File: src/rtl/eth_tx_framer.sv
// Byte-wide Ethernet TX framer: preamble, SFD, payload, FCS, IFG.
// Define ETH_TX_PAD_EN to zero-pad short payloads to MIN_PAYLOAD bytes.

module crc32 #(
  parameter int DATA_WIDTH = 8
) (
  input  logic                  clk_i,
  input  logic                  rst_i,
  input  logic                  clear_i,
  input  logic                  en_i,
  input  logic [DATA_WIDTH-1:0] data_i,
  output logic [31:0]           crc_o
);
  localparam logic [31:0] POLY = 32'h04C1_1DB7;

  logic [31:0] crc_q;
  logic [31:0] crc_d;

  // MSB-first register; data bits enter LSB first, as on the wire
  always_comb begin
    crc_d = crc_q;
    for (int i = 0; i < DATA_WIDTH; i++) begin
      if (crc_d[31] ^ data_i[i]) begin
        crc_d = {crc_d[30:0], 1'b0} ^ POLY;
      end else begin
        crc_d = {crc_d[30:0], 1'b0};
      end
    end
  end

  always_ff @(posedge clk_i) begin
    if (rst_i || clear_i) begin
      crc_q <= '1;
    end else if (en_i) begin
      crc_q <= crc_d;
    end
  end

  assign crc_o = crc_q;
endmodule

module eth_tx_framer #(
  parameter int PREAMBLE_LEN = 7,
  parameter int IFG_LEN      = 12,
`ifdef ETH_TX_PAD_EN
  parameter int MIN_PAYLOAD  = 60,
`endif
  parameter int MAX_PAYLOAD  = 1514
) (
  input  logic       clk_i,
  input  logic       rst_i,
  input  logic [7:0] s_data_i,
  input  logic       s_valid_i,
  input  logic       s_last_i,
  output logic       s_ready_o,
  output logic [7:0] tx_data_o,
  output logic       tx_en_o,
  output logic       tx_er_o,
  output logic       busy_o,
  output logic       abort_o
);
  typedef enum logic [3:0] {
    IDLE, PREAMBLE, SFD, DATA, PAD,
    FCS, IFG, ABORT, DRAIN
  } state_e;

  localparam logic [7:0]  PRE_LAST = 8'(PREAMBLE_LEN - 1);
  localparam logic [7:0]  IFG_LAST = 8'(IFG_LEN - 1);
  localparam logic [10:0] MAX_LEN  = 11'(MAX_PAYLOAD);
`ifdef ETH_TX_PAD_EN
  localparam logic [10:0] MIN_LEN  = 11'(MIN_PAYLOAD);
`endif

  state_e      state_q;
  logic [10:0] cnt_q;
  logic [10:0] cnt_inc;
  logic [7:0]  aux_q;
  logic        last_q;
  logic [7:0]  tx_data_q;
  logic        tx_en_q;
  logic        tx_er_q;
  logic        abort_q;

  logic        crc_clr;
  logic        crc_en;
  logic [7:0]  crc_din;
  logic [31:0] crc;
  logic        accept;
  logic        oversize;
  logic [7:0]  fcs_byte;

  function automatic logic [7:0] bitrev8(input logic [7:0] b);
    logic [7:0] r;
    for (int i = 0; i < 8; i++) r[i] = b[7-i];
    return r;
  endfunction

  assign s_ready_o = (state_q == DATA) || (state_q == DRAIN);
  assign oversize  = (cnt_q == MAX_LEN);
  assign accept    = (state_q == DATA) && s_valid_i && !oversize;
  assign cnt_inc   = cnt_q + 11'd1;
  assign crc_clr   = state_q inside {IDLE, PREAMBLE, SFD};
  assign crc_en    = accept || (state_q == PAD);
  assign crc_din   = (state_q == PAD) ? 8'h00 : s_data_i;

  crc32 #(
    .DATA_WIDTH(8)
  ) u_crc (
    .clk_i  (clk_i),
    .rst_i  (rst_i),
    .clear_i(crc_clr),
    .en_i   (crc_en),
    .data_i (crc_din),
    .crc_o  (crc)
  );

  always_comb begin
    unique case (aux_q[1:0])
      2'd0: fcs_byte = ~bitrev8(crc[31:24]);
      2'd1: fcs_byte = ~bitrev8(crc[23:16]);
      2'd2: fcs_byte = ~bitrev8(crc[15:8]);
      default: fcs_byte = ~bitrev8(crc[7:0]);
    endcase
  end

  // Outputs run one cycle behind state: each state registers the next line byte
  always_ff @(posedge clk_i) begin
    if (rst_i) begin
      state_q   <= IDLE;
      cnt_q     <= '0;
      aux_q     <= '0;
      last_q    <= 1'b0;
      tx_data_q <= 8'h00;
      tx_en_q   <= 1'b0;
      tx_er_q   <= 1'b0;
      abort_q   <= 1'b0;
    end else begin
      tx_er_q <= 1'b0;
      abort_q <= 1'b0;
      unique case (state_q)
        IDLE: begin
          tx_en_q   <= 1'b0;
          tx_data_q <= 8'h00;
          cnt_q     <= '0;
          aux_q     <= 8'd1;
          last_q    <= 1'b0;
          if (s_valid_i) begin
            tx_en_q   <= 1'b1;
            tx_data_q <= 8'h55;
            state_q   <= (PREAMBLE_LEN > 1) ? PREAMBLE : SFD;
          end
        end
        PREAMBLE: begin
          tx_data_q <= 8'h55;
          aux_q     <= aux_q + 8'd1;
          if (aux_q == PRE_LAST) state_q <= SFD;
        end
        SFD: begin
          tx_data_q <= 8'hD5;
          state_q   <= DATA;
        end
        DATA: begin
          if (accept) begin
            tx_data_q <= s_data_i;
            cnt_q     <= cnt_inc;
            if (s_last_i) begin
              aux_q <= '0;
`ifdef ETH_TX_PAD_EN
              state_q <= (cnt_inc < MIN_LEN) ? PAD : FCS;
`else
              state_q <= FCS;
`endif
            end
          end else begin
            tx_en_q   <= 1'b1;
            tx_data_q <= 8'h00;
            tx_er_q   <= 1'b1;
            abort_q   <= 1'b1;
            last_q    <= s_valid_i && s_last_i;
            state_q   <= ABORT;
          end
        end
`ifdef ETH_TX_PAD_EN
        PAD: begin
          tx_data_q <= 8'h00;
          cnt_q     <= cnt_inc;
          if (cnt_inc == MIN_LEN) begin
            aux_q   <= '0;
            state_q <= FCS;
          end
        end
`endif
        FCS: begin
          tx_data_q <= fcs_byte;
          aux_q     <= aux_q + 8'd1;
          if (aux_q[1:0] == 2'd3) begin
            aux_q   <= '0;
            state_q <= IFG;
          end
        end
        IFG: begin
          tx_en_q   <= 1'b0;
          tx_data_q <= 8'h00;
          aux_q     <= aux_q + 8'd1;
          if (aux_q == IFG_LAST) state_q <= IDLE;
        end
        ABORT: begin
          tx_en_q   <= 1'b0;
          tx_data_q <= 8'h00;
          aux_q     <= '0;
          state_q   <= last_q ? IFG : DRAIN;
        end
        DRAIN: begin
          if (s_valid_i && s_last_i) state_q <= IFG;
        end
        default: state_q <= IDLE;
      endcase
    end
  end

  assign tx_data_o = tx_data_q;
  assign tx_en_o   = tx_en_q;
  assign tx_er_o   = tx_er_q;
  assign abort_o   = abort_q;
  assign busy_o    = (state_q != IDLE);
endmodule

File: config.mk
export PLATFORM = sky130hd
export DESIGN_NAME = eth_tx_framer
export DESIGN_NICKNAME = d
export VERILOG_FILES = /design/src/rtl/eth_tx_framer.sv
export SDC_FILE = /design/constraint.sdc
export NUM_CORES = 1
export LEC_CHECK = 0
export BUFFER_PORTS_ARGS = -buffer_cell sky130_fd_sc_hd__buf_2
export CAP_MARGIN = 20
export CORE_MARGIN = 10
export CORE_UTILIZATION = 40
export DETAILED_ROUTE_END_ITERATION = 6
export SYNTH_ARGS = -nofsm -noshare
export SYNTH_HDL_FRONTEND = slang
export SYNTH_SLANG_ARGS = --single-unit
File: constraint.sdc
create_clock -name clk_i -period 2.2 [get_ports clk_i]
set_input_delay 0.11 -clock clk_i [delete_from_list [all_inputs] [get_ports clk_i]]
set_output_delay 0.11 -clock clk_i [all_outputs]
set_load 0.005 [all_outputs]
==> results.toml <==
[outcome]
outcome = "finished, final reports clean"

[pwr]
power_density_nw_per_um2 = 852
power.leakage_nw = 2.25
p_clk_share_pct = 22.8
comb_power_share_pct = 46.8
irDropWorstVdd_v = 0.000436
p_switching_mw = 1.80
seqPwrFrac_pct = 30.4
power.internal_mw = 2.79
power_switching_share_pct = 39.2

[logic_synthesis]
synth_edf_count = 0
ys.flop_type = "dfxtp_1"
synth-async-reset-ratio_pct = 0
seq_area_frac_synth_pct = 29.8
yosysTopAreaCell = "dfxtp_1"
synth_cell_types = 63
ys.warnings.count = 0
synth.avg_cell_area_um2 = 8.51
synth_area_um2 = 4430
synthCells = 521
yosysTopAreaCellShare_pct = 29.8
synth_seq_cells = 66
synthesis.nets = 540
ys_top_cells_by_area = "dfxtp_1 30%, nor2_1 6.9%, xor2_1 6.5%, xor3_1 6.4%, xnor2_1 5.7%"

[clock_network]
clock_insertion_delay_worst_skew_ns = 0.38
cts_buffers = 9
root_buffer = "clkbuf_8"
tritoncts = "yes"
clock-sinks = 66
clk_pin_slew_ns = 0.08
htreeDepth = 3
clock_path_buffers = 2

[timing]
finalCriticalPeriod_ns = 2.16
fin_worst_skew_ns = 0.0124
min_period_over_period_pct = 98.3
worst_slew_pin_slew_ns = 0.558
fmax_ghz = 0.463
grt_setup_unrepaired = "yes"
maxSlewViolCount = 0
worst_hold_slack_ns = 0.0475
hold_viol = 0
slew_headroom_pct = 62.5
setup_viol = 0

[critical_path]
cp_max_fo = 4
crit_type = "flip-flop to flip-flop"
crit_required_ns = 2.46
start_kind = "flip-flop"
cp_slowest_cell = "or4b_2"
crit_family = "simple AND/OR/NAND/NOR gates"
slowest_delay_ns = 0.77
worstSetupEndpointType = "flip-flop"
crit_start = "state_q[0]"
path_cells = "or4b_2 -> nand2_1 -> xor2_2 -> buf_4 -> xnor2_1 -> xnor2_1 -> o21ai_0"
r2r_slack_ns = 0.04
critPathBufInv = 1
crit_arrival_ns = 2.43
cp_common_cell = "xnor2_1"
rr_startpoint = "state_q[0]"

[floorplanning]
num_rows = 38
dieHeight_um = 125
die_area_um2 = 15700
die_x_um = 125
fp.coreArea_um2 = 10800
initial_utilization_pct = 40.9
io_pins = 25

[global_routing]
grt_first_pass_wirelength_um = 20500
grt_pass1_vias = 3837
grtUsageTotal_pct = 16.1
overflow = 0
grt_max_degree = 40
antenna_found_initial = 0

[run]
maxCapViolCount = 0

[placement]
placed_area_um2 = 4980
gp_congestion = 0.897
io_buffer_count = 24
dp_hpwl_um = 9450

[route]
drcViolationCount = 0
first_pass_iters = 5
ant_nets = 0
vias = 4072
vias_per_cell = 5.60
wl_per_cell_um = 17.9
wirelength_um = 13000
drtIter0Drc = 343

[final_layout]
nets = 601
fillers = 1065
final_cell_area_um2 = 5380
area_growth_pct = 21.5
drive_above_1_share_pct = 23.2
antenna_cells = 0

[hold_path]
worstHoldPathType = "primary input to flip-flop"
hp-start = "s_last_i"
==> state kept, by name (all words and copies together) (netlist names) <==
| register | flops |
|---|---|
| abort_o | 1 |
| aux_q | 8 |
| cnt_q | 11 |
| last_q | 1 |
| state_q | 4 |
| tx_data_o | 8 |
| tx_en_o | 1 |
| u_crc.crc_o | 32 |
==> layout make-up <==
class                      count  area (um2)  area share, %
multi-input combinational    407        3020           56.1
timing repair buffer          86         622           11.6
inverter                      12        45.0          0.837
tap                          140         175           3.25
clock buffer                   9         124           2.30
clock inverter                 7        70.1           1.30
sequential                    66        1330           24.6
==> cells in the mapped netlist (4+ instances only) <==
| cell type | instances |
|---|---|
| dfxtp_1 | 66 |
| nand2b_1 | 4 |
| nand3_1 | 9 |
| nor2_1 | 82 |
| o22ai_1 | 8 |
| a222oi_1 | 4 |
| buf_1 | 5 |
| a21oi_1 | 27 |
| o211ai_1 | 13 |
| xor3_1 | 12 |
| xnor2_1 | 29 |
| xor2_1 | 33 |
| a22oi_1 | 4 |
| buf_2 | 4 |
| xnor3_1 | 8 |
| o21ai_0 | 32 |
| a211oi_1 | 6 |
| nand2_1 | 37 |
| nand4_1 | 4 |
| ha_1 | 7 |
| o31ai_1 | 4 |
| nor2b_1 | 11 |
| and3_1 | 5 |
| nor4_1 | 6 |
| inv_1 | 12 |
| clkbuf_1 | 26 |
| o311ai_0 | 5 |
| nor3_1 | 9 |
==> final timing paths <==
kind                           to  cells past startpoint
setup / recovery  u_crc.crc_o[12]                      7
hold / removal             last_q                      3
hold reg to reg   u_crc.crc_o[20]                      2
setup reg to reg  u_crc.crc_o[12]                      7
==> worst min-delay path, delay by kind of cell <==
kind / cells / cell delay (ns)
AOI/OAI and AO/OA: 1 / 0.06
buffers and inverters: 1 / 0.13
and+or+nand+nor: 1 / 0.08
==> layout by cell type (no fill, tap or decap), types with 4 or more instances in the layout <==
cell / count
nand2_1: 37
a21oi_1: 25
a211oi_1: 5
a22oi_1: 4
inv_1: 12
dfxtp_2: 4
xnor3_1: 8
xnor2_1: 28
ha_1: 7
buf_4: 57
o21ai_0: 32
o22ai_1: 8
nor2b_1: 11
and3_1: 5
o311ai_0: 5
a222oi_1: 4
nor3_1: 8
dfxtp_1: 62
xor3_1: 12
xor2_1: 30
buf_2: 24
nand4_1: 4
nand3_1: 9
xnor2_2: 4
o211ai_1: 13
nand2b_1: 4
nor2_1: 81
nor4_1: 5
clkbuf_8: 9
==> metrics by stage <==
| step | setup TNS (ns) | util, % | power [mW] | cells | setup slack (ns) |
|---|---|---|---|---|---|
| 2_1_floorplan | 0 | - | 2.75 | 521 | 0.0926 |
| 3_3_place_gp | 0 | 46.0 | 3.40 | 699 | 0.0599 |
| 3_5_place_dp | -0.0442 | 46.0 | 3.42 | 699 | -0.0442 |
| 4_1_cts | 0 | 47.9 | 4.49 | 715 | 0.0199 |
| 5_1_grt | -0.140 | 49.7 | 4.88 | 727 | -0.0361 |
| 6_report | 0 | 49.7 | 4.58 | 727 | 0.0384 |
==> cells by family after synthesis <==
kind of cell,after synthesis,synth area share [%]
compound gates,121,17.9
flops,66,29.8
xor+xnor,86,24.5
simple gates,192,21.3
fa+ha+maj,7,1.98
buf+inv,49,4.52
==> routing by layer <==
layer  share of wire [%]  vias to the layer above  track usage (%)  wire length, um
met3                 5.4                       23             4.82              699
met1                  46                     1985             19.9             5940
met4                 2.0                        0             5.28              264
met5                   0                        -                0                0
met2                  47                      105             26.1             6120
li1                    -                     1959                -                -
==> power groups by stage <==
stage / logic, mW / clock network (mW) / registers, mW
floorplan: 1.38 / 0 / 1.37
global placement: 2.01 / 0 / 1.39
detailed placement: 2.02 / 0 / 1.39
CTS: 2.04 / 1.08 / 1.37
global route: 2.34 / 1.14 / 1.40
finish: 2.15 / 1.05 / 1.39
==> timing repair <==
item                       CTS  global route
setup endpoints to repair    6            20
hold buffers                 0             0
cloned                       0             2
pin swaps                    0             3
gates resized for setup      3            24
buffers inserted             0            10
No activity file was read; power rests on OpenSTA's default activity.
